[src/rtl/disp_pkg.sv]
// Shared types, constants and helpers for the seven-segment scan controller.
package disp_pkg;

  typedef logic [6:0] seg7_t;

  localparam int          N_DIGITS  = 8;
  localparam logic [3:0]  CTRL_OFF  = 4'd8;
  localparam seg7_t       SEG_BLANK = 7'h00;
  localparam seg7_t       SEG_ZERO  = 7'h3F;

  // Active-high {g,f,e,d,c,b,a} patterns for hex digits 0..F.
  localparam seg7_t HEX_SEG [16] = '{
    7'h3F, 7'h06, 7'h5B, 7'h4F, 7'h66, 7'h6D, 7'h7D, 7'h07,
    7'h7F, 7'h6F, 7'h77, 7'h7C, 7'h39, 7'h5E, 7'h79, 7'h71
  };

  // Lowest enabled digit strictly above cur (wrapping); cur itself is only
  // reached on the final rotation step, i.e. when it is the sole enabled digit.
  function automatic logic [3:0] next_digit(input logic [3:0] cur,
                                            input logic [7:0] en);
    logic [2:0] base;
    logic [2:0] idx;
    logic       found;
    next_digit = CTRL_OFF;
    found      = 1'b0;
    base       = (cur == CTRL_OFF) ? 3'd0 : cur[2:0] + 3'd1;
    for (int k = 0; k < N_DIGITS; k++) begin
      idx = base + 3'(k);
      if (!found && en[idx]) begin
        next_digit = {1'b0, idx};
        found      = 1'b1;
      end
    end
  endfunction

endpackage

[src/rtl/hex_to_seg7.sv]
// Combinational hex nibble to seven-segment decoder.
module hex_to_seg7
  import disp_pkg::*;
(
  input  logic [3:0] nibble_i,
  output seg7_t      seg_o
);

  assign seg_o = HEX_SEG[nibble_i];

endmodule

[src/rtl/display_scan_ctrl.sv]
// Eight-digit seven-segment scan controller with tear-free frame commits.
// Build option: define LEADING_ZERO_BLANK_EN to blank leading zero digits.
module display_scan_ctrl
  import disp_pkg::*;
#(
  parameter int CLK_HZ     = 100_000_000,
  parameter int REFRESH_HZ = 1000
) (
  input  logic        clk,
  input  logic        reset,
  input  logic [31:0] value_in,
  input  logic        load,
  input  logic [7:0]  digit_en,
  output seg7_t       dis0,
  output seg7_t       dis1,
  output seg7_t       dis2,
  output seg7_t       dis3,
  output seg7_t       dis4,
  output seg7_t       dis5,
  output seg7_t       dis6,
  output seg7_t       dis7,
  output logic [3:0]  Control,
  output logic        tick,
  output logic        frame_done
);

  localparam int DIV = CLK_HZ / REFRESH_HZ;
  localparam int PW  = (DIV > 2) ? $clog2(DIV) : 1;
  localparam logic [PW-1:0] PRESC_MAX = PW'(DIV - 1);

  if (DIV < 2) begin : g_div_check
    $error("display_scan_ctrl: CLK_HZ/REFRESH_HZ must be at least 2");
  end

  logic [PW-1:0] presc_q, presc_d;
  logic [3:0]    ctrl_q, ctrl_d;
  logic [3:0]    next_idx;
  logic          frame_bnd;
  logic [31:0]   shadow_q, shadow_d;
  logic [31:0]   disp_val_q, disp_val_d;
  logic          pending_q, pending_d;
  logic          commit;
  logic [31:0]   commit_val;
  seg7_t         seg_raw [N_DIGITS];
  seg7_t         dis_q   [N_DIGITS];
  seg7_t         dis_d   [N_DIGITS];

  assign tick       = (presc_q == PRESC_MAX);
  assign next_idx   = next_digit(ctrl_q, digit_en);
  assign frame_bnd  = tick && ((ctrl_q == CTRL_OFF) || (next_idx <= ctrl_q));
  assign frame_done = frame_bnd;
  assign Control    = ctrl_q;

  // A load landing on a boundary bypasses the shadow so it is not delayed a frame.
  always_comb begin
    // NOTE: every signal driven here gets a default first so no latch is inferred.
    presc_d    = tick ? '0 : presc_q + PW'(1);
    ctrl_d     = tick ? next_idx : ctrl_q;
    shadow_d   = shadow_q;
    pending_d  = pending_q;
    commit     = 1'b0;
    commit_val = shadow_q;
    if (load) begin
      shadow_d = value_in;
      if (frame_bnd) begin
        commit     = 1'b1;
        commit_val = value_in;
        pending_d  = 1'b0;
      end else begin
        pending_d  = 1'b1;
      end
    end else if (frame_bnd && pending_q) begin
      commit    = 1'b1;
      pending_d = 1'b0;
    end
    disp_val_d = commit ? commit_val : disp_val_q;
  end

  always_ff @(posedge clk or negedge reset) begin
    if (!reset) begin
      presc_q    <= '0;
      ctrl_q     <= CTRL_OFF;
      shadow_q   <= '0;
      disp_val_q <= '0;
      pending_q  <= 1'b0;
    end else begin
      // NOTE: sequential state uses non-blocking assignments so all flops
      // sample pre-edge values regardless of statement order.
      presc_q    <= presc_d;
      ctrl_q     <= ctrl_d;
      shadow_q   <= shadow_d;
      disp_val_q <= disp_val_d;
      pending_q  <= pending_d;
    end
  end

  for (genvar g = 0; g < N_DIGITS; g++) begin : g_dec
    hex_to_seg7 u_dec (
      .nibble_i (disp_val_q[4*g +: 4]),
      .seg_o    (seg_raw[g])
    );
  end

`ifdef LEADING_ZERO_BLANK_EN
  logic [N_DIGITS-1:0] blank_q, blank_d;

  // Digit i (i >= 1) blanks when it and all higher nibbles are zero.
  function automatic logic [N_DIGITS-1:0] lead_zero_mask(input logic [31:0] v);
    logic run;
    run            = 1'b1;
    lead_zero_mask = '0;
    for (int i = N_DIGITS - 1; i >= 1; i--) begin
      run               = run & (v[4*i +: 4] == 4'h0);
      lead_zero_mask[i] = run;
    end
  endfunction

  assign blank_d = commit ? lead_zero_mask(commit_val) : blank_q;

  always_ff @(posedge clk or negedge reset) begin
    if (!reset) blank_q <= '0;
    else        blank_q <= blank_d;
  end

  always_comb begin
    for (int i = 0; i < N_DIGITS; i++)
      dis_d[i] = blank_q[i] ? SEG_BLANK : seg_raw[i];
  end
`else
  always_comb begin
    for (int i = 0; i < N_DIGITS; i++)
      dis_d[i] = seg_raw[i];
  end
`endif

  // NOTE: the segment registers are a small flop array, not RAM, so they take
  // a reset value and show "0" straight out of reset.
  always_ff @(posedge clk or negedge reset) begin
    if (!reset) begin
      for (int i = 0; i < N_DIGITS; i++) dis_q[i] <= SEG_ZERO;
    end else begin
      for (int i = 0; i < N_DIGITS; i++) dis_q[i] <= dis_d[i];
    end
  end

  assign dis0 = dis_q[0];
  assign dis1 = dis_q[1];
  assign dis2 = dis_q[2];
  assign dis3 = dis_q[3];
  assign dis4 = dis_q[4];
  assign dis5 = dis_q[5];
  assign dis6 = dis_q[6];
  assign dis7 = dis_q[7];

endmodule

[config.mk]
export PLATFORM = sky130hd
export DESIGN_NAME = display_scan_ctrl
export DESIGN_NICKNAME = d
export VERILOG_FILES = /design/src/rtl/disp_pkg.sv /design/src/rtl/hex_to_seg7.sv /design/src/rtl/display_scan_ctrl.sv
export SDC_FILE = /design/constraint.sdc
export NUM_CORES = 1
export LEC_CHECK = 0
export ABC_AREA = 1
export CORE_MARGIN = 2
export CORE_UTILIZATION = 52
export CTS_BUF_LIST = sky130_fd_sc_hd__clkbuf_4
export DETAILED_ROUTE_END_ITERATION = 7
export GPL_ROUTABILITY_DRIVEN = 0
export PLACE_DENSITY = 0.85
export RECOVER_POWER = 100
export SLEW_MARGIN = 20
export SYNTH_ARGS = -nofsm -noshare
export SYNTH_HDL_FRONTEND = slang
export SYNTH_SLANG_ARGS = --single-unit
export TNS_END_PERCENT = 30
[constraint.sdc]
create_clock -name clk -period 4.7 [get_ports clk]
set_input_delay 0.94 -clock clk [delete_from_list [all_inputs] [get_ports clk]]
set_output_delay 0.94 -clock clk [all_outputs]
set_load 0.02 [all_outputs]
## Word level (Yosys, flattened, before mapping)

Memory sizes are Yosys's and may differ from the RTL's. A register that Yosys moved wholly into a read port is not among the register bits.
Cells that the tools add are included.

- Bits in registers: 86
- Memory bits (read-only): 896
- Input port bits: 43
- Output and inout port bits: 62
- Logic and storage cells: 108
- Memories kept: 8

- Add/subtract/negate cells: 9
- Magnitude comparators: 9
- Eq/ne operators: 2
- Mux-type cells: 41
- Bitwise operators: 8
- Reduce and logical (&&, ||, !) cells: 26

Memory list:

| name | words | bits a word | rd ports | clocked after Yosys merged registers in | wr ports | line | source |
|---|---|---|---|---|---|---|---|
| (name not given) | 16 | 7 | 1 | 1 | 0 | hex_to_seg7.sv:9 | `assign seg_o = HEX_SEG[nibble_i];` |
| (name not given) | 16 | 7 | 1 | 1 | 0 | hex_to_seg7.sv:9 |  |
| (name not given) | 16 | 7 | 1 | 1 | 0 | hex_to_seg7.sv:9 |  |
| (name not given) | 16 | 7 | 1 | 1 | 0 | hex_to_seg7.sv:9 |  |
| (name not given) | 16 | 7 | 1 | 1 | 0 | hex_to_seg7.sv:9 |  |
| (name not given) | 16 | 7 | 1 | 1 | 0 | hex_to_seg7.sv:9 |  |
| 2 more memories | n/a | n/a | n/a | n/a | n/a | n/a |  |

Operators by type and width:

| kind | count |
|---|---|
| 32-bit two-way mux | 2 |
| 4-bit NOT with 5-bit output | 8 |
| 3-bit by 4-bit < comparator with 1-bit output, second input constant | 8 |
| 4-bit two-way mux | 8 |
| 1-bit binary-select mux with 3-bit select | 8 |
| 1-bit two-way mux | 21 |
| 17-bit by 1-bit adder with 17-bit output, second input constant | 1 |
| 17-bit == test, second input constant | 1 |
| 17-bit two-way mux | 1 |
| 1-bit logical NOT | 15 |
| 3-bit adder, second input constant | 4 |
| 1-bit logical AND | 9 |
| 3-bit by 1-bit adder with 3-bit output, second input constant | 2 |
| 3-bit by 2-bit adder with 3-bit output, second input constant | 2 |
| 4-bit == test, second input constant | 1 |
| 4-bit less-or-equal comparator | 1 |
| 3-bit two-way mux | 1 |
| 2-bit nonzero test | 1 |
| 1-bit logical OR | 1 |

## Logic depth before layout (Yosys ltp)

Gate-level depths: netlist of run 1.

- Word-level depth: 32
- Mapped depth: 33
- Depth with buffers taken out: 30

## Hierarchy

Synthesis of run 1 repeated with hierarchy kept, for this count alone.

- Cells, all modules: 1063
- Area, all modules: 8267.9 um2

Modules (own cells, without submodules):

| module | times used | cells each | area an instance (um2) | sequential area each (um2) |
|---|---|---|---|---|
| display_scan_ctrl | 1 | 647 | 6105.9 | 3614.7 |
| hex_to_seg7 | 8 | 52 | 270.3 | 0.0 |

## Worst setup path before layout of run 1

No wires, ideal clock.

- Path type: register -> output
- Start point: register ctrl_q[0] (netlist: Control[0])
- End point: output port frame_done
- Arrival: 3.869 ns
- Required time: 3.760 ns
- Setup slack: -0.109 ns
- Stages on the path, launching flop included: 28
- Buffers on the path: 3
- Cell sequence: dfrtp_1 inv_1 buf_4 ha_1 nand3_4 nand2_4 buf_12 ha_1 buf_2 clkinv_1 nand3_1 nand3_2 nand2_2 nand2_2 nor2_4 nand2_2 nor3_4 nand3_1 o21ai_0 nand2_2 ha_1 inv_1 nor2_1 o211ai_1 nand2_1 nand3_1 nand2_1 inv_1

- Longest elaborated chain between the ends: 29
- Elaborated cells on any way between the ends: 58
- Classes of those cells: add/sub (8); order compare (1); eq/ne (1); mux (32); reduce/logical (16)

RTL lines:

| element | line | source |
|---|---|---|
| from (decl) | display_scan_ctrl.sv:36 | `logic [3:0] ctrl_q, ctrl_d;` |
| from (signal assigned) | display_scan_ctrl.sv:90 | `ctrl_q <= ctrl_d;` |
| 3-bit by 1-bit adder with 3-bit output / 4-bit == test (equally long branches) | disp_pkg.sv:26 | `base = (cur == CTRL_OFF) ? 3'd0 : cur[2:0] + 3'd1;` |
| 3-bit two-way mux * | disp_pkg.sv:26 |  |
| branches (longest 23 deep; another with 3-bit by 1-bit adder with 3-bit output) | n/a |  |
| 4-bit two-way mux * | disp_pkg.sv:29 | `if (!found && en[idx]) begin` |
| named net next_idx[1] | display_scan_ctrl.sv:37 | `logic [3:0] next_idx;` |
| 4-bit less-or-equal comparator * | display_scan_ctrl.sv:50 | `assign frame_bnd = tick && ((ctrl_q == CTRL_OFF) \|\| (next_idx <= ctrl_q));` |
| 1-bit logical OR * | display_scan_ctrl.sv:50 |  |
| 1-bit logical AND * | display_scan_ctrl.sv:50 |  |
| to (decl) | display_scan_ctrl.sv:24 | `output logic frame_done` |

Mark *: on every way through the listed nets, which the timed path passes. The select of a mux whose other input is x is not followed.

## Worst setup path in the final report of run 1

Ends and elaborated chain as after synthesis.

==> results of run 1 <==
## layer usage
layer / GRT usage [%] / vias to the layer above / wire, um
met5: 0 / - / 0
met4: 11.38 / 0 / 593
met3: 3.881 / 55 / 1077
met2: 37.91 / 287 / 8965
met1: 29.70 / 3324 / 7924
li1: - / 3486 / -
## power groups by stage
stage / Sequential [uW] / Clock [uW] / Combinational [uW]
5_1_grt: 1260 / 732 / 177
2_1_floorplan: 1280 / 0 / 61.3
4_1_cts: 1260 / 673 / 150
6_report: 1260 / 658 / 157
3_5_place_dp: 1280 / 0 / 146
3_3_place_gp: 1280 / 0 / 142
## layout make-up
class	instances	area, um^2
antenna	1	2.502
timing repair buffer	158	1478
clock buffer	20	150.1
clock inverter	12	73.82
fill	1220	5057
sequential	142	3616
tap	188	235.2
multi-input combinational	677	3948
inverter	139	529.3
## stage by stage
stage | worst slack [ns] | setup TNS (ns) | cells | utilization (%)
6_report | -0.01430 | -0.01430 | 1337 | 66.48
5_1_grt | -0.2437 | -1.517 | 1337 | 66.48
4_1_cts | 0.0004783 | 0 | 1332 | 65.20
3_5_place_dp | -0.3348 | -3.178 | 1286 | 62.26
3_3_place_gp | -0.2469 | -1.616 | 1286 | 62.26
2_1_floorplan | 0.04007 | 0 | 984 | -
## kinds of logic (layout without fill, tap and decap cells)
family / after synthesis / after routing / share of synthesized area (%)
other cells: 0 / 1 / 0
buf+inv: 165 / 329 / 8.294
flops: 142 / 142 / 45.30
simple gates: 416 / 416 / 22.48
xor+xnor: 5 / 5 / 0.5487
fa+ha+maj: 65 / 65 / 10.19
compound gates: 191 / 191 / 13.19
## what timing repair did
item	4_1_cts	5_1_grt
hold endpoints to repair	0	0
gates resized for setup	35	42
pin swaps	14	19
buffers inserted	14	4
endpoints found under the setup margin	1	26
## worst reg2reg max path, delay by kind of cell (launching register included)
family / cells / cell delay [ns]
buffers and inverters: 8 / 1.30
AO/OA/AOI/OAI: 4 / 0.75
flip-flops: 1 / 0.42
adder cells (fa/ha/maj): 3 / 0.68
AND/OR/NAND/NOR: 15 / 1.30
## final timing paths
kind / from / end / slack (ns) / depth (start not counted)
max: Control[0] / frame_done / -0.01 / 25
min: presc_q[0] / presc_q[0] / 0.48 / 1
max reg2reg: Control[0] / disp_val_q[29] / 0.14 / 30
min reg2reg: presc_q[0] / presc_q[0] / 0.48 / 1
max in group asynchronous: reset / shadow_q[25] / 1.27 / 2
min in group asynchronous: reset / shadow_q[13] / 1.26 / 1
## layout by cell type, fill, tap and decap left out, types with 46 or more instances in the layout
cell type | synthesis | layout
nand3_1 | 67 | 55
buf_4 | 2 | 46
o21ai_0 | 110 | 108
dfstp_2 | 49 | 49
nand2_1 | 251 | 237
inv_1 | 132 | 126
dfrtp_1 | 93 | 92
ha_1 | 65 | 61
clkdlybuf4s50_1 | 0 | 101
nor2_1 | 59 | 54
==> out/metrics.cfg, run 1 <==
[run]
maxCapViolations=1

[synth]
syn_area_um2=7980
seq_area_frac_synth_pct=45.30
yosysUniqueCellTypes=42
yosysTopAreaCell=dfrtp_1
ys.flop_type=dfrtp_1
async_flop_share_pct=100.0
ys_top_cells_by_area=dfrtp_1 (29%), dfstp_2 (16%), nand2_1 (12%)
ys_ff_latch=142
synth_warnings=0
yosysMostFrequentCell=nand2_1
synthCells=984
synth.top_cell.area_share_pct=29.16
avgSynthCellArea_um2=8.110
syn-num-nets=1092
synth_edf_count=0
synthTopCellsByCount=nand2_1 (251), inv_1 (132), o21ai_0 (110), dfrtp_1 (93), nand3_1 (67)

[timing]
tightestPinTransition_ns=2.761
post-route-period-util_pct=100.3
period_minus_slack_ns=4.714
finalClockSkew_ns=0.01885
worst_slack_ns=-0.01430
finalMaxSlewViolations=120
finalSetupViolCount=1
max_freq_mhz=212.1
slew_headroom_pct=-84.07
rsz0062_at_grt=yes
hold_viol_final=0
whs_ns=0.4831

[critical_path]
path_max_fanout=5
cp-end-kind=primary output
max_stage_delay_ns=0.42
critical_path_buf_inv_count=6
slowest_stage=dfrtp_2
worstPathArrival_ns=3.77
crit_path_start_kind=register
crit_family=simple AND/OR/NAND/NOR gates
path_class=reg -> out
cp.required_ns=3.76

[die]
initial_core_util_pct=52.89
rows=45
core_um2=15090
die_h_um=127.9
io_pins=105
dieArea_um2=16350
die_w_um=127.9

[power_and_ir_drop]
p_total_uw=2075
swShare_pct=26.14
power_density_nw_per_um2=206.8
peakVddDrop_mv=0.1229
combPwrFrac_pct=7.6
pwr-share-seq_pct=60.7
p_leak_uw=0.004785
p_sw_uw=542.4
internal-power_uw=1532
clock_power_share_pct=31.7

[clock_network]
ctsHtreeMaxLevel=4
clk_path_buf_depth=2
root_buffer=clkbuf_4
clk_latency_ns=0.57
hold_buffers=0
clock_sinks=142
cts_tree=done
cts_buffers=17
path_clk_slew_ns=0.13

[placement]
io_buffer_count=104
dpl_cell_area_um2=9394
hpwl_um=12820

[finish]
drive_above_1_share_pct=18.03
largestRegisters=disp_val_q x32, shadow_q x32, presc_q x17
final_area_um2=10030
final_nets=1243
syn_to_final_growth_pct=25.71

[global_routing]
grt_usage_pct=23.06
grt_antenna_before_repair=1
grt_pass1_wl_um=30310
grt_max_degree=120
grt_overflow=0
grt_pass1_vias=6646

[status]
violations=max-capacitance violations, max-slew violations, negative setup slack
status=complete, but fails checks

[route]
vias=7152
wl_per_cell_um=13.88
viasPerCell=5.349
wl_um=18560
drt_first_iter_violations=470
ant_nets=0
drc=0
dr.pass1.iters=6

[min_path]
hold_path.class=reg -> reg

Note: power is estimated with default switching activity, not from simulation.
==> run 2, diff against run 1 <==
--- a/config.mk
+++ b/config.mk
@@ -13,7 +13,6 @@
 export GPL_ROUTABILITY_DRIVEN = 0
 export PLACE_DENSITY = 0.85
 export RECOVER_POWER = 100
-export SLEW_MARGIN = 20
 export SYNTH_ARGS = -nofsm -noshare
 export SYNTH_HDL_FRONTEND = slang
 export SYNTH_SLANG_ARGS = --single-unit
==> out/metrics.cfg, run 2 (synthesized netlist as in run 1, its figures left out) <==
[status]
status=complete, but fails checks  ; unchanged
violations=max-capacitance violations, max-slew violations, negative setup slack  ; unchanged

[timing]
slew_headroom_pct=-83.99  ; was -84.07%
finalSetupViolCount=1  ; unchanged
finalMaxSlewViolations=120  ; unchanged
max_freq_mhz=212.2  ; was 212.1 MHz
finalClockSkew_ns=0.01886  ; was 0.01885 ns
hold_viol_final=0  ; unchanged
period_minus_slack_ns=4.713  ; was 4.714 ns
rsz0062_at_grt=yes  ; unchanged
post-route-period-util_pct=100.3  ; about the same
tightestPinTransition_ns=2.760  ; was 2.761 ns
worst_slack_ns=-0.01299  ; was -0.01430 ns

[placement]
io_buffer_count=104  ; unchanged
dp.cells=1286  ; unchanged
hpwl_um=12820  ; unchanged
dpl_worst_slack_ns=-0.3348  ; unchanged

[finish]
syn_to_final_growth_pct=25.71  ; unchanged
layout_commonest_cell=nand2_1  ; unchanged
drive_above_1_share_pct=18.03  ; unchanged
final_cell_mix=nand2_1 (237), inv_1 (126), o21ai_0 (108)  ; unchanged
final_nets=1243  ; unchanged
utilization_pct=66.48  ; unchanged
instances_no_fill=1337  ; unchanged
largestRegisters=disp_val_q x32, shadow_q x32, presc_q x17  ; unchanged

[critical_path]
cp.required_ns=3.76  ; about the same
cp-end-kind=primary output  ; unchanged
path_class=reg -> out  ; unchanged
path_max_fanout=5  ; unchanged
rr_endpoint=disp_val_q[29]  ; unchanged
r2r_setup_slack_ns=0.14  ; about the same
r2r-start=Control[0]  ; unchanged
worstPathArrival_ns=3.77  ; about the same
rr_worst_depth=30  ; unchanged
slowest_stage=dfrtp_2  ; unchanged
crit_path_start_kind=register  ; unchanged
max_stage_delay_ns=0.42  ; about the same

[die]
die_w_um=127.9  ; unchanged
die_h_um=127.9  ; unchanged
initial_core_util_pct=52.89  ; unchanged
dieArea_um2=16350  ; unchanged
rows=45  ; unchanged
io_pins=105  ; unchanged
core_um2=15090  ; unchanged

[min_path]
hold_path.class=reg -> reg  ; unchanged
whs_path_depth=1  ; unchanged
hp-start=presc_q[0]  ; unchanged
hold_path_end=presc_q[0]  ; unchanged

[global_routing]
grt_usage_pct=23.06  ; unchanged
grt_max_degree=120  ; unchanged
grt_pass1_vias=6646  ; unchanged
grt_antenna_before_repair=1  ; unchanged
grt_pass1_wl_um=30310  ; unchanged
grt_overflow=0  ; unchanged

[route]
drt_first_iter_violations=470  ; unchanged
viasPerCell=5.340  ; was 5.349
vias=7140  ; was 7152
routed.top_layer=met4  ; unchanged
dr.pass1.iters=6  ; unchanged
drc=0  ; unchanged
wl_met2_um=8965  ; unchanged
ant_nets=0  ; unchanged
met1_length_um=7963  ; was 7924 um
wl_met3_um=1031  ; was 1077 um
wl_per_cell_um=13.88  ; unchanged
wl_um=18560  ; unchanged

[power_and_ir_drop]
p_sw_uw=541.8  ; was 542.4 uW
combPwrFrac_pct=7.6  ; about the same
clock_power_share_pct=31.7  ; about the same
swShare_pct=26.12  ; was 26.14%
pwr-share-seq_pct=60.7  ; about the same
power_density_nw_per_um2=206.7  ; was 206.8 nW/um^2
peakVddDrop_mv=0.1224  ; was 0.1229 mV
p_leak_uw=0.004785  ; unchanged
internal-power_uw=1532  ; about the same
p_total_uw=2074  ; was 2075 uW

[run]
maxCapViolations=1  ; unchanged

[clock_network]
ctsHtreeMaxLevel=4  ; unchanged
clk_latency_ns=0.57  ; about the same
path_clk_slew_ns=0.13  ; about the same
clock_sinks=142  ; unchanged
cts_buffers=17  ; unchanged
root_buffer=clkbuf_4  ; unchanged
cts_tree=done  ; unchanged
clk_path_buf_depth=2  ; unchanged
hold_buffers=0  ; unchanged

==> run 2: cell counts in the layout (fill, tap and decap cells not counted) <==
Identical to the previous run, type by type.
==> run 2: per-layer routing <==
metal / up-vias / GRT usage, %
li1: 3486 / -
met1: 3323 / 29.70
met2: 277 / 37.91
met3: 54 / 3.881
met4: 0 / 11.38
met5: - / 0
==> run 2: layout make-up <==
type | instances | area (um^2)
antenna | 1 | 2.502
fill | 1220 | 5057
sequential | 142 | 3616
timing repair buffer | 158 | 1478
multi-input combinational | 677 | 3948
clock inverter | 12 | 73.82
clock buffer | 20 | 150.1
inverter | 139 | 529.3
tap | 188 | 235.2
==> run 2: critical path, delay by kind of cell, from the launching register on <==
kind / cells / cell delay (ns)
flops: 1 / 0.42
fa+ha+maj: 3 / 0.68
simple gates: 14 / 1.16
compound gates: 2 / 0.37
buf+inv: 6 / 0.59
==> run 2: how the worst max path moves through the flow <==
stage	startpoint	to	cells after the start
4_1_cts	Control[0]	frame_done	27
6_report	Control[0]	frame_done	25
5_1_grt	Control[0]	frame_done	25
2_1_floorplan	Control[0]	frame_done	27
3_3_place_gp	digit_en[7]	frame_done	22
3_5_place_dp	digit_en[7]	frame_done	22
==> run 2: through the flow <==
step	hold WS, ns	TNS [ns]	cell area, um^2
6_report	0.4831	-0.01299	10030
5_1_grt	0.5189	-1.517	10030
4_1_cts	0.4801	0	9838
3_5_place_dp	0.4610	-3.178	9394
3_3_place_gp	0.4521	-1.616	9394
2_1_floorplan	0.4329	0	7981
==> run 2: repair_timing <==
item | in CTS | in global routing
pin swaps | 14 | 19
resized for setup | 35 | 42
setup endpoints to repair | 1 | 26
buffers inserted | 14 | 4
==> run 2: power groups by stage <==
| stage | sequential, uW | clock [uW] | combinational (uW) |
|---|---|---|---|
| after floorplan | 1280 | 0 | 61.3 |
| after global placement | 1280 | 0 | 142 |
| after detailed placement | 1280 | 0 | 146 |
| after CTS | 1260 | 673 | 150 |
| after global routing | 1260 | 732 | 177 |
| final | 1260 | 658 | 157 |
==> variant 1: new RTL, flow settings as in run 2 <==
Add a define of `LEADING_ZERO_BLANK_EN`.
--- a/src/rtl/display_scan_ctrl.sv
+++ b/src/rtl/display_scan_ctrl.sv
@@ -1,5 +1,7 @@
 // Eight-digit seven-segment scan controller with tear-free frame commits.
 // Build option: define LEADING_ZERO_BLANK_EN to blank leading zero digits.
+`define LEADING_ZERO_BLANK_EN
+
 module display_scan_ctrl
   import disp_pkg::*;
 #(
Behaviour: no difference found for any inputs over 10 cycles, from zero or initial values and one cycle with reset low; that may be too few to reach the edited logic, so the function may still have changed.
==> variant 1 against run 2 <==
The run ends with capacitance limit, slew limit left; routed wire length is 5.8% higher; first-iteration DRC count is 30% higher; via count is 5.8% higher; total power is 5.7% higher; count of clock-buffer cells in the layout is 2 lower; setup slack better by 0.17 ns; fmax is 3.8% higher; sequential cell count is 7 higher; core utilization is 1.9 points lower; final area is 1.9% higher; clock power is 6.1% higher; non-clock buffer count is 18 lower; area after synthesis is 4.8% higher.
==> variant 1: results <==
group,metric,value,unit
clock_network,cts_htree_levels,4,
synthesis,synth_top_cell_area_share,0.299,
sta,drv_slew,154,
synthesis,synthTopCellsByCount,"nand2_1, inv_1, o21ai_0",
worst_setup_path,worst_r2r_path_depth,27,
worst_setup_path,rrSetupSlack,0.26,ns
synthesis,synth_top_cells_by_area,"dfrtp_1, dfstp_2, nand2_1",
clock_network,clock_latency,0.58,ns
cells_and_area,drive_above_1_share,0.152,
synthesis,yosys.cell_types.count,38,
sta,max_slew_margin,-0.425,
worst_setup_path,endpoint,"frame_done",
worst_setup_path,cpPeakStageDelay,0.40,ns
cells_and_area,diodes,0,
grt,grt_max_degree,93,
cells_and_area,reg.largest.list,"disp_val_q (32), shadow_q (32), presc_q (17)",
pwr,ir_drop,0.218,mV
synthesis,synth_warnings,0,
grt,grt_pass1_wl,32000,um
synthesis,synthArstFlopShare,1.00,
clock_network,clockBufferDepth,2,
placement,dp_slack,-0.260,ns
clock_network,clk_pin_slew,0.12,ns
worst_setup_path,crit_slowest_cell,"dfrtp_1",
grt,grt_pass1_vias,7088,
run,maxCapViolCount,3,
cells_and_area,nFillCells,1300,
placement,dpl.cell_count,1373,
sta,min_period,4.54,ns
worst_setup_path,crit_path_start,"Control[0]$_DFFE_PN0P_",
cells_and_area,fin_nets,1278,
routing,drt-vias-per-instance,5.34,
worst_setup_path,cpLargestDelayFamily,"simple AND/OR/NAND/NOR gates",
synthesis,syn-instance-count,1062,
synthesis,ys_seq_area_frac,0.453,
routing,wire_per_inst,13.9,um
outcome,violations,"capacitance limit, slew limit",
placement,dp_hpwl,14000,um
worst_setup_path,reg2reg_to,"blank_q[1]$_DFFE_PN0P_",
worst_setup_path,worst_ep_arrival_time,3.60,ns
grt,grtUsageTotal,0.235,
outcome,outcome,"finished, violations left",
pwr,leakage,4.80,nW
placement,place_area,9720,um^2
routing,drtPass1Iterations,7,
worst_setup_path,path_max_fanout,7,
routing,wl,19600,um
clock_network,root_buffer,"clkbuf_4",
synthesis,syn-num-nets,1156,
worst_hold_path,holdCritPathClass,"reg2reg",
routing,drtIter0Drc,610,
sta,skew,0.0128,ns
grt,antenna_found_initial,0,
## variant 1: cell count changes after synthesis, moves of 7 or more
cell             run 2  this run
a311oi_1             0        10
dfrtp_1             93       100
ha_1                65        51
nand2_2             12         3
clkbuf_1            13        26
a31oi_1              9         1
o21ai_1              3        11
nor2_1              59        73
a21oi_1             37        46
nor3_1               6        38
o221ai_1             7         0
nand4_1              6        14
o21ai_0            110       126
## variant 1: kinds of logic (layout without fill, tap and decap cells)
logic type      after synthesis  count (layout)  share of synthesized area
compound gates              207             207                      0.132
fa+ha+maj                    51              51                     0.0763
xor+xnor                      7               7                    0.00733
flops                       149             149                      0.453
buf+inv                     174             309                     0.0833
simple gates                474             474                      0.248
## variant 1: metrics by stage
step	TNS, ns	utilization
after global routing	-0.259	0.646
final	0	0.646
after floorplan	0	-
after detailed placement	-0.728	0.614
after global placement	-0.108	0.614
after CTS	0	0.633
## variant 1: layout make-up
class                           count  share of cell area
Inverter                          137              0.0507
Tap cell                          216              0.0264
Sequential cell                   149               0.371
Clock buffer                       18              0.0132
Multi-Input combinational cell    739               0.401
Clock inverter                     14             0.00918
Timing Repair Buffer              140               0.129
## variant 1: routing by layer
metal / global-route usage / share of wire / vias to the layer above
met4: 0.0882 / 0.025 / 0
met1: 0.302 / 0.42 / 3496
met3: 0.0521 / 0.062 / 47
met5: 0 / 0 / -
met2: 0.391 / 0.49 / 288
li1: - / - / 3721
## variant 1: worst min path at each step
stage	startpoint	endpoint	slack [ns]	cells after the start
2_1_floorplan	blank_q[2]$_DFFE_PN0P_	dis2[2]$_DFF_PN1_	0.42	1
3_3_place_gp	blank_q[6]$_DFFE_PN0P_	dis6[2]$_DFF_PN1_	0.44	1
3_5_place_dp	blank_q[6]$_DFFE_PN0P_	dis6[2]$_DFF_PN1_	0.44	1
4_1_cts	reset	dis4[6]$_DFF_PN0_	0.43	1
5_1_grt	blank_q[6]$_DFFE_PN0P_	dis6[2]$_DFF_PN1_	0.48	1
6_report	blank_q[6]$_DFFE_PN0P_	dis6[2]$_DFF_PN1_	0.46	1
## variant 1: power breakdown
part | leakage [nW] | switching [mW] | internal (mW)
clock network | 0.130 | 0.445 | 0.252
registers | 1.73 | 0.00822 | 1.31
logic | 2.94 | 0.110 | 0.0688
total | 4.80 | 0.563 | 1.63
## variant 1: repair_timing
| item | 4_1_cts | 5_1_grt |
|---|---|---|
| setup endpoints to repair | 1 | 7 |
| endpoints found under the hold margin | 0 | 0 |
| pin swaps | 3 | 22 |
| gates resized for setup | 26 | 49 |
| buffers inserted | 1 | 7 |
==> variant 2: new RTL, settings of run 2 <==
Made on the original files. `disp_val_q` no longer has a reset.
--- a/src/rtl/display_scan_ctrl.sv
+++ b/src/rtl/display_scan_ctrl.sv
@@ -81,7 +81,6 @@
       presc_q    <= '0;
       ctrl_q     <= CTRL_OFF;
       shadow_q   <= '0;
-      disp_val_q <= '0;
       pending_q  <= 1'b0;
     end else begin
       // NOTE: sequential state uses non-blocking assignments so all flops
@@ -89,9 +88,12 @@
       presc_q    <= presc_d;
       ctrl_q     <= ctrl_d;
       shadow_q   <= shadow_d;
-      disp_val_q <= disp_val_d;
       pending_q  <= pending_d;
     end
+  end
+
+  always_ff @(posedge clk) begin
+    disp_val_q <= disp_val_d;
   end
 
   for (genvar g = 0; g < N_DIGITS; g++) begin : g_dec
Function: same outputs for any inputs over 10 cycles, from zero or initial values and one cycle with reset low; that may be too few to reach the edited logic, so the function may still have changed.
==> variant 2 against run 2 <==
Largest cell class is now flip-flops and latches; setup slack better by 0.0073 ns; the flow still finishes with violations (capacitance limit, slew limit, setup timing); global-route usage is 1.7 points lower; sequential power is 3% higher; area after synthesis is 1.3% lower; sequential cell count stayed put; routed wire length is 7.6% lower; final area is 2.6% lower; total power is 0.73% higher.
==> variant 2: results <==
group,metric,value,unit
synthesis,synth_top_cells_by_area,"dfrtp_1, dfstp_2, edfxtp_1",
grt,grt_pass1_vias,6293,
clock_network,cts.repair.resized,31,
pwr,leakage,4.70,nW
placement,place_area,9290,um^2
synthesis,synth-edff-count,32,
routing,drtIter0Drc,546,
synthesis,synthTopCellsByCount,"nand2_1, inv_1, o21ai_0",
outcome,outcome,"finished, violations left",
synthesis,synthArstFlopShare,0.775,
synthesis,yosys.cell_types.count,40,
routing,wire_per_inst,13.4,um
routing,drt-vias-per-instance,5.28,
worst_hold_path,holdCritPathClass,"reg2reg",
sta,hold-worst-slack,0.463,ns
sta,drv_slew,182,
synthesis,syn-num-nets,1048,
routing,drtPass1Iterations,5,
worst_setup_path,crit_buf_inv,8,
sta,setup_violations,1,
synthesis,synth_area_per_cell,8.38,um^2
run,maxCapViolCount,4,
grt,grt_max_degree,67,
sta,tns,-0.00573,ns
placement,dp_hpwl,12000,um
pwr,ir_drop,0.110,mV
placement,dp_slack,-0.345,ns
sta,fin_ws,-0.00573,ns
grt,grtUsageTotal,0.214,
cells_and_area,nFillCells,1137,
sta,worst_pin_slew,2.17,ns
routing,vias,6748,
clock_network,post-cts-setup-buffers,7,
cells_and_area,drive_above_1_share,0.161,
synthesis,ys_seq_area_frac,0.479,
grt,grt_pass1_wl,27900,um
sta,skew,0.0206,ns
worst_setup_path,rrSetupSlack,0.60,ns
outcome,violations,"capacitance limit, slew limit, setup timing",
worst_setup_path,reg2reg_to,"disp_val_q[13]$_DFFE_PP_",
placement,dpl.cell_count,1234,
worst_setup_path,crit_slowest_cell,"dfrtp_1",
cells_and_area,fin_nets,1189,
## variant 2: changes by cell type after synthesis, sizes merged, moves of 5 or more
cell | run 2 | this run
nor2 | 61 | 47
o21ai | 114 | 126
a21oi | 37 | 29
dfrtp | 93 | 61
o22ai | 8 | 0
edfxtp | 0 | 32
buf | 13 | 5
inv | 136 | 146
nand2 | 265 | 252
o221ai | 7 | 0
nand3 | 72 | 67
## variant 2: layer usage
layer  vias up  track usage  share of wire
met5         -            0              0
met4         0       0.0750          0.026
met3        51       0.0503          0.058
met2       244        0.376           0.50
met1      3149        0.259           0.42
li1       3304            -              -
## variant 2: power by group
group          internal, mW  total [mW]  switching, mW
clock                 0.219       0.627          0.407
sequential             1.29        1.30         0.0123
combinational        0.0698       0.161         0.0910
## variant 2: final cells by class
type                    instances  area, um^2  share of cell area
repair buffers                143        1390               0.142
inverters                     147         557              0.0570
diodes                          1        2.50            0.000256
flip-flops and latches        142        3770               0.386
clock buffers                  21         158              0.0161
well taps                     184         230              0.0236
clock inverters                10        51.3             0.00525
multi-input cells             630        3610               0.370
## variant 2: worst max path at each step
stage / from / to / slack [ns] / cells after the start
floorplan: Control[0]$_DFFE_PN0P_ / frame_done / -0.14 / 27
global placement: digit_en[7] / frame_done / -0.25 / 22
detailed placement: digit_en[1] / frame_done / -0.34 / 22
CTS: Control[0]$_DFFE_PN0P_ / frame_done / 0.001 / 26
global route: Control[0]$_DFFE_PN0P_ / frame_done / -0.31 / 26
finish: Control[0]$_DFFE_PN0P_ / frame_done / -0.006 / 26
## variant 2: cell families after synthesis
kind of cell	after synthesis	share of synthesized area
XOR/XNOR	5	0.00556
adder cells (fa/ha/maj)	65	0.103
flip-flops	142	0.479
AO/OA/AOI/OAI	177	0.119
AND/OR/NAND/NOR	383	0.209
buffers and inverters	168	0.0833
